`config.mk`:
```
export PLATFORM = sky130hd
export DESIGN_NAME = fetch_buffer_flat
export DESIGN_NICKNAME = d
export VERILOG_FILES = /design/src/rtl/fetch_buffer_if.sv /design/src/rtl/fetch_buffer.sv /design/src/flat_wrapper.sv
export SDC_FILE = /design/constraint.sdc
export NUM_CORES = 1
export LEC_CHECK = 0
export BUFFER_PORTS_ARGS = -buffer_cell sky130_fd_sc_hd__buf_2
export CORE_ASPECT_RATIO = 0.6
export CORE_MARGIN = 3
export CORE_UTILIZATION = 52
export DETAILED_ROUTE_END_ITERATION = 12
export PLACE_DENSITY = 0.76
export REMOVE_ABC_BUFFERS = 1
export SLEW_MARGIN = 5
export SYNTH_ARGS = -nofsm -noshare
export SYNTH_HDL_FRONTEND = slang
export SYNTH_SLANG_ARGS = --single-unit
```
`constraint.sdc`:
```
create_clock -name clk -period 2.8 [get_ports clk]
set_input_delay 0.14 -clock clk [delete_from_list [all_inputs] [get_ports clk]]
set_output_delay 0.14 -clock clk [all_outputs]
set_load 0.05 [all_outputs]
```
`src/rtl/fetch_buffer_if.sv`:
```
// Bundle of fetch-queue signals: redirect/stall from the pipeline, the combinational
// instruction-memory port, and the decode-side head of the queue.
interface fetch_buffer_if #(
    parameter int unsigned XLEN  = 32,
    parameter int unsigned DEPTH = 4
);
    localparam int unsigned CW = $clog2(DEPTH + 1);

    logic            redirect_i;
    logic [XLEN-1:0] redirect_pc_i;
    logic            stall_i;
    logic [XLEN-1:0] imem_addr_o;
    logic [31:0]     imem_rdata_i;
    logic            valid_o;
    logic [31:0]     instr_o;
    logic [XLEN-1:0] pc_o;
    logic [CW-1:0]   count_o;

    modport master (
        input  redirect_i, redirect_pc_i, stall_i, imem_rdata_i,
        output imem_addr_o, valid_o, instr_o, pc_o, count_o
    );

    modport slave (
        output redirect_i, redirect_pc_i, stall_i, imem_rdata_i,
        input  imem_addr_o, valid_o, instr_o, pc_o, count_o
    );
endinterface

```
`src/rtl/fetch_buffer.sv`:
```
// Instruction fetch queue: sequential PC generation, DEPTH-entry {instr, pc} buffer
// between imem and decode, flushed to NOPs on a taken branch/jump redirect.
module fetch_buffer #(
    parameter int unsigned     XLEN     = 32,
    parameter int unsigned     DEPTH    = 4,
    parameter logic [XLEN-1:0] RESET_PC = '0,
    parameter logic [31:0]     NOP      = 32'h0000_0013
) (
    input logic            clk,
    input logic            rst,
    fetch_buffer_if.master bus
);
    localparam int unsigned PW = $clog2(DEPTH);
    localparam int unsigned CW = $clog2(DEPTH + 1);

    typedef struct packed {
        logic [31:0]     instr;
        logic [XLEN-1:0] pc;
    } entry_t;

    entry_t          mem_q [DEPTH];
    logic [XLEN-1:0] fetch_pc_q, fetch_pc_d;
    logic [PW-1:0]   head_q, head_d;
    logic [PW-1:0]   tail_q, tail_d;
    logic [CW-1:0]   count_q, count_d;
    logic            full, valid, push, pop;

    always_comb begin
        // NOTE: every always_comb output gets a default first, so no path can infer a latch.
        fetch_pc_d = fetch_pc_q;
        head_d     = head_q;
        tail_d     = tail_q;
        count_d    = count_q;

        full  = (count_q == CW'(DEPTH));
        valid = (count_q != '0) && !bus.redirect_i;
        pop   = valid && !bus.stall_i;
        // A full queue may still accept a fetch when the head leaves in the same cycle.
        push  = !bus.redirect_i && (!full || pop);

        if (bus.redirect_i) begin
            head_d     = '0;
            tail_d     = '0;
            count_d    = '0;
            fetch_pc_d = bus.redirect_pc_i & ~XLEN'(3);
        end else begin
            if (push) begin
                tail_d     = tail_q + PW'(1);
                fetch_pc_d = fetch_pc_q + XLEN'(4);
            end
            if (pop) begin
                head_d = head_q + PW'(1);
            end
            count_d = count_q + CW'(push) - CW'(pop);
        end
    end

    // NOTE: sequential state uses non-blocking assignments so all flops update together.
    always_ff @(posedge clk or negedge rst) begin
        if (!rst) begin
            fetch_pc_q <= RESET_PC;
            head_q     <= '0;
            tail_q     <= '0;
            count_q    <= '0;
        end else begin
            fetch_pc_q <= fetch_pc_d;
            head_q     <= head_d;
            tail_q     <= tail_d;
            count_q    <= count_d;
        end
    end

    // NOTE: storage has no reset; count/pointers guarantee stale entries are never presented.
    always_ff @(posedge clk) begin
        if (push) begin
            mem_q[tail_q] <= {bus.imem_rdata_i, fetch_pc_q};
        end
    end

    always_comb begin
        bus.imem_addr_o = fetch_pc_q;
        bus.valid_o     = valid;
        bus.count_o     = count_q;
        bus.instr_o     = valid ? mem_q[head_q].instr : NOP;
        bus.pc_o        = valid ? mem_q[head_q].pc : '0;
    end
endmodule

```
`src/flat_wrapper.sv`:
```
// flat-port wrapper written by rule: the top's interface ports become plain ports
module fetch_buffer_flat 
#(
    parameter int unsigned     XLEN     = 32,
    parameter int unsigned     DEPTH    = 4,
    parameter logic [XLEN-1:0] RESET_PC = '0,
    parameter logic [31:0]     NOP      = 32'h0000_0013
)
  (clk, rst, bus_redirect_i, bus_redirect_pc_i, bus_stall_i, bus_imem_rdata_i, bus_imem_addr_o, bus_valid_o, bus_instr_o, bus_pc_o, bus_count_o);
  fetch_buffer_if #(.XLEN(XLEN), .DEPTH(DEPTH)) bus_i ();
  input logic clk;
  input logic rst;
  input wire logic [$bits(bus_i.redirect_i)-1:0] bus_redirect_i;
  input wire logic [$bits(bus_i.redirect_pc_i)-1:0] bus_redirect_pc_i;
  input wire logic [$bits(bus_i.stall_i)-1:0] bus_stall_i;
  input wire logic [$bits(bus_i.imem_rdata_i)-1:0] bus_imem_rdata_i;
  output wire logic [$bits(bus_i.imem_addr_o)-1:0] bus_imem_addr_o;
  output wire logic [$bits(bus_i.valid_o)-1:0] bus_valid_o;
  output wire logic [$bits(bus_i.instr_o)-1:0] bus_instr_o;
  output wire logic [$bits(bus_i.pc_o)-1:0] bus_pc_o;
  output wire logic [$bits(bus_i.count_o)-1:0] bus_count_o;
  assign bus_i.redirect_i = bus_redirect_i;
  assign bus_i.redirect_pc_i = bus_redirect_pc_i;
  assign bus_i.stall_i = bus_stall_i;
  assign bus_i.imem_rdata_i = bus_imem_rdata_i;
  assign bus_imem_addr_o = bus_i.imem_addr_o;
  assign bus_valid_o = bus_i.valid_o;
  assign bus_instr_o = bus_i.instr_o;
  assign bus_pc_o = bus_i.pc_o;
  assign bus_count_o = bus_i.count_o;
  fetch_buffer #(.XLEN(XLEN), .DEPTH(DEPTH), .RESET_PC(RESET_PC), .NOP(NOP)) u_core (.clk(clk), .rst(rst), .bus(bus_i));
endmodule
```
==> impl_metrics.ini <==
[run_status]
status = completed

[synthesis]
synth-xor-area-share_pct = 0.665
async_flop_share_pct = 13.0
synth-adder-area-share_pct = 0.908
ys_seq_area_share_pct = 70.7
synth_cell_types = 53
synthTopCellsByArea = edfxtp_1 63%, mux4_2 12%, dfrtp_1 7.8%
synth_area_leader_cell = edfxtp_1
yosys-mux-area-fraction_pct = 12.0
synth_compound_area_share_pct = 3.74
synthesis.area_um2 = 11800
synth_top_family_by_area = multiplexers
yosysWarnings = 0
synth_top_area_share_pct = 62.9
synth_edf_count = 248
synthSimpleGateAreaFrac_pct = 9.87
avgSynthCellArea_um2 = 17.1
synth_top_cells_by_count = 248 x edfxtp_1, 65 x and2_1, 62 x mux4_2, 37 x dfrtp_1
yosysMostFrequentCell = edfxtp_1
synthCells = 693
yosys_most_used_dff = edfxtp_1
ys_ff_latch = 285

[clocking]
cts_tree = yes
cts_max_level = 1
cts_setup_buffers = 0
ctsResizeCount = 0
clockBufferDepth = 3
cts.clk_slew.worst_paths_ns = 0.07
hold_buffers = 69
clock_sinks = 285
clock_latency_ns = 0.54
clock-root-buffer = clkbuf_16
cts_made_buffers = 26

[placement]
io_buffer_count = 161
dp_hpwl_um = 16600
gp_congestion = 0.843
placed_cell_area_um2 = 13100

[floorplanning]
start_util_pct = 53.3
die-area_um2 = 24700
top_level_ports = 168
coreArea_um2 = 22200
rows = 42
die_h_um = 123
die_w_um = 201

[worst_setup_path]
crit_buf_inv = 2
critPathKind = register to primary output
cp_top_family = flip-flops
critical-path-max-stage-delay_ns = 0.66
cp-end-kind = primary output
r2r_end = u_core.bus.imem_addr_o[29]$_DFFE_PN0N_
r2r.worst_path.cells = 4
regToRegStartpoint = u_core.bus.imem_addr_o[18]$_DFFE_PN0N_
crit_required_ns = 2.66
critPathLaunchType = register
cp_max_fo = 26
path_cells = buf_12 > mux4_2 > and2_1 > buf_2
cp.arrival_ns = 2.45
r2r_setup_slack_ns = 0.51
cpMaxStageDelayCell = dfrtp_4

[routing]
postRouteAntennaNets = 0
drtIter0Drc = 578
viasPerCell = 5.75
totalWireLength_um = 26700
vias = 7255
drtPass1Iterations = 5
drcViolationCount = 0
wl_per_cell_um = 21.1

[power]
ir_drop_mv = 0.692
leakage_nw = 5.32
powerDensity_nw_per_um2 = 912

[sta]
tightest_slew_ns = 0.900
max_freq_mhz = 387
rsz0062_at_grt = no
period_minus_slack_ns = 2.59
relSlewSlack_pct = 40.0
slew_violations = 0
fin_crit_sh_pct = 92.4
hold_viol_final = 0
hold_slack_ns = 0.272
fin_skew_ns = 0.0120
finalSetupViolCount = 0

[cells_and_area]
final_nets = 1008
fillers = 1556
fin_area_um2 = 14700
syn_to_final_growth_pct = 24.2
layout-drive-gt1-share_pct = 31.6
utilization_pct = 66.2

[run]
maxCapViolCount = 0

[global_route]
grt_start_max_net_pins = 50
grt-ovfl-total = 0
antenna_found_initial = 2
grtUsageTotal_pct = 21.8
grt_pass1_wl_um = 41400
grt_pass1_vias = 7289

[min_path]
hold_class = input pin to async pin
-- layout by cell type (no fill, tap or decap), types with 3 or more instances in the layout --
cell type	synthesis	layout
a22oi_1	5	5
a311o_1	5	5
a31oi_1	3	3
and2_1	65	61
and2_4	0	4
and3_1	3	3
and4_1	3	3
buf_12	0	9
buf_2	11	161
buf_4	4	13
clkbuf_16	0	27
clkbuf_8	0	6
clkinv_2	0	7
clkinvlp_4	0	4
conb_1	1	4
dfrtp_1	37	35
dlygate4sd3_1	0	69
edfxtp_1	248	248
ha_1	7	7
inv_1	16	15
mux4_2	62	62
nand2_1	27	27
nand3_1	26	26
nand4_1	19	19
nor2_1	25	25
nor2b_1	8	8
nor3_1	8	8
nor3b_1	3	3
nor4_1	7	7
o2111ai_1	3	3
o21ai_0	7	7
o311ai_0	6	6
o31ai_1	9	9
or3_1	3	3
or4_1	5	5
xnor2_1	6	6
xor2_1	3	3
-- flip-flops by register name, summed over array words and instances (netlist names) --
signal and count:
u_core.head_q 2, u_core.tail_q 2, u_core.bus.count_o 3, u_core.bus.imem_addr_o 30
u_core.mem_q 248
-- area by class of cell --
class | instances | area (um2) | area share, %
sequential | 285 | 8380 | 57.0
multi-input combinational | 351 | 3240 | 22.0
tap | 308 | 385 | 2.62
antenna | 1 | 2.50 | 0.0170
inverter | 16 | 60.1 | 0.408
clock buffer | 35 | 766 | 5.21
timing repair buffer | 252 | 1770 | 12.1
clock inverter | 13 | 98.8 | 0.672
-- kinds of logic after synthesis --
| logic type | after synthesis |
|---|---|
| flops | 285 |
| fa+ha+maj | 8 |
| simple gates | 209 |
| compound gates | 57 |
| other cells | 1 |
| xor+xnor | 9 |
| mux | 64 |
| buf+inv | 60 |
-- worst max path at each step --
| stage | start | to | depth (start not counted) | slack [ns] |
|---|---|---|---|---|
| CTS | u_core.head_q[0]$_DFFE_PN0P_ | bus_pc_o[14] | 4 | 0.15 |
| floorplan | u_core.head_q[0]$_DFFE_PN0P_ | bus_instr_o[0] | 2 | -1.04 |
| global route | u_core.head_q[0]$_DFFE_PN0P_ | bus_pc_o[19] | 4 | 0.07 |
| detailed placement | u_core.bus.count_o[1]$_DFF_PN0_ | u_core.bus.count_o[2]$_DFF_PN0_ | 11 | 0.52 |
| global placement | u_core.bus.count_o[1]$_DFF_PN0_ | u_core.bus.count_o[2]$_DFF_PN0_ | 11 | 0.53 |
| finish | u_core.head_q[0]$_DFFE_PN0P_ | bus_pc_o[14] | 4 | 0.21 |
-- metal layers --
layer	vias up	GRT usage, %	wire (um)
li1	3230	-	-
met1	3620	31.4	11400
met2	342	33.5	12000
met3	59	6.37	2570
met4	4	4.60	604
met5	-	1.98	80
-- stage by stage --
step / setup slack (ns) / power (mW) / instances / TNS [ns]
global route: 0.0741 / 14.0 / 1261 / 0
global placement: 0.532 / 9.87 / 1143 / 0
finish: 0.213 / 13.4 / 1261 / 0
detailed placement: 0.517 / 9.94 / 1143 / 0
CTS: 0.151 / 13.5 / 1260 / 0
floorplan: -1.04 / 8.70 / 652 / -109.41
-- power by group --
| part | internal (mW) | total, mW | switching, mW |
|---|---|---|---|
| Clock | 2.01 | 3.52 | 1.51 |
| Combinational | 1.42 | 4.12 | 2.70 |
| Sequential | 5.40 | 5.78 | 0.376 |
Power figures use the tool's default switching activity.
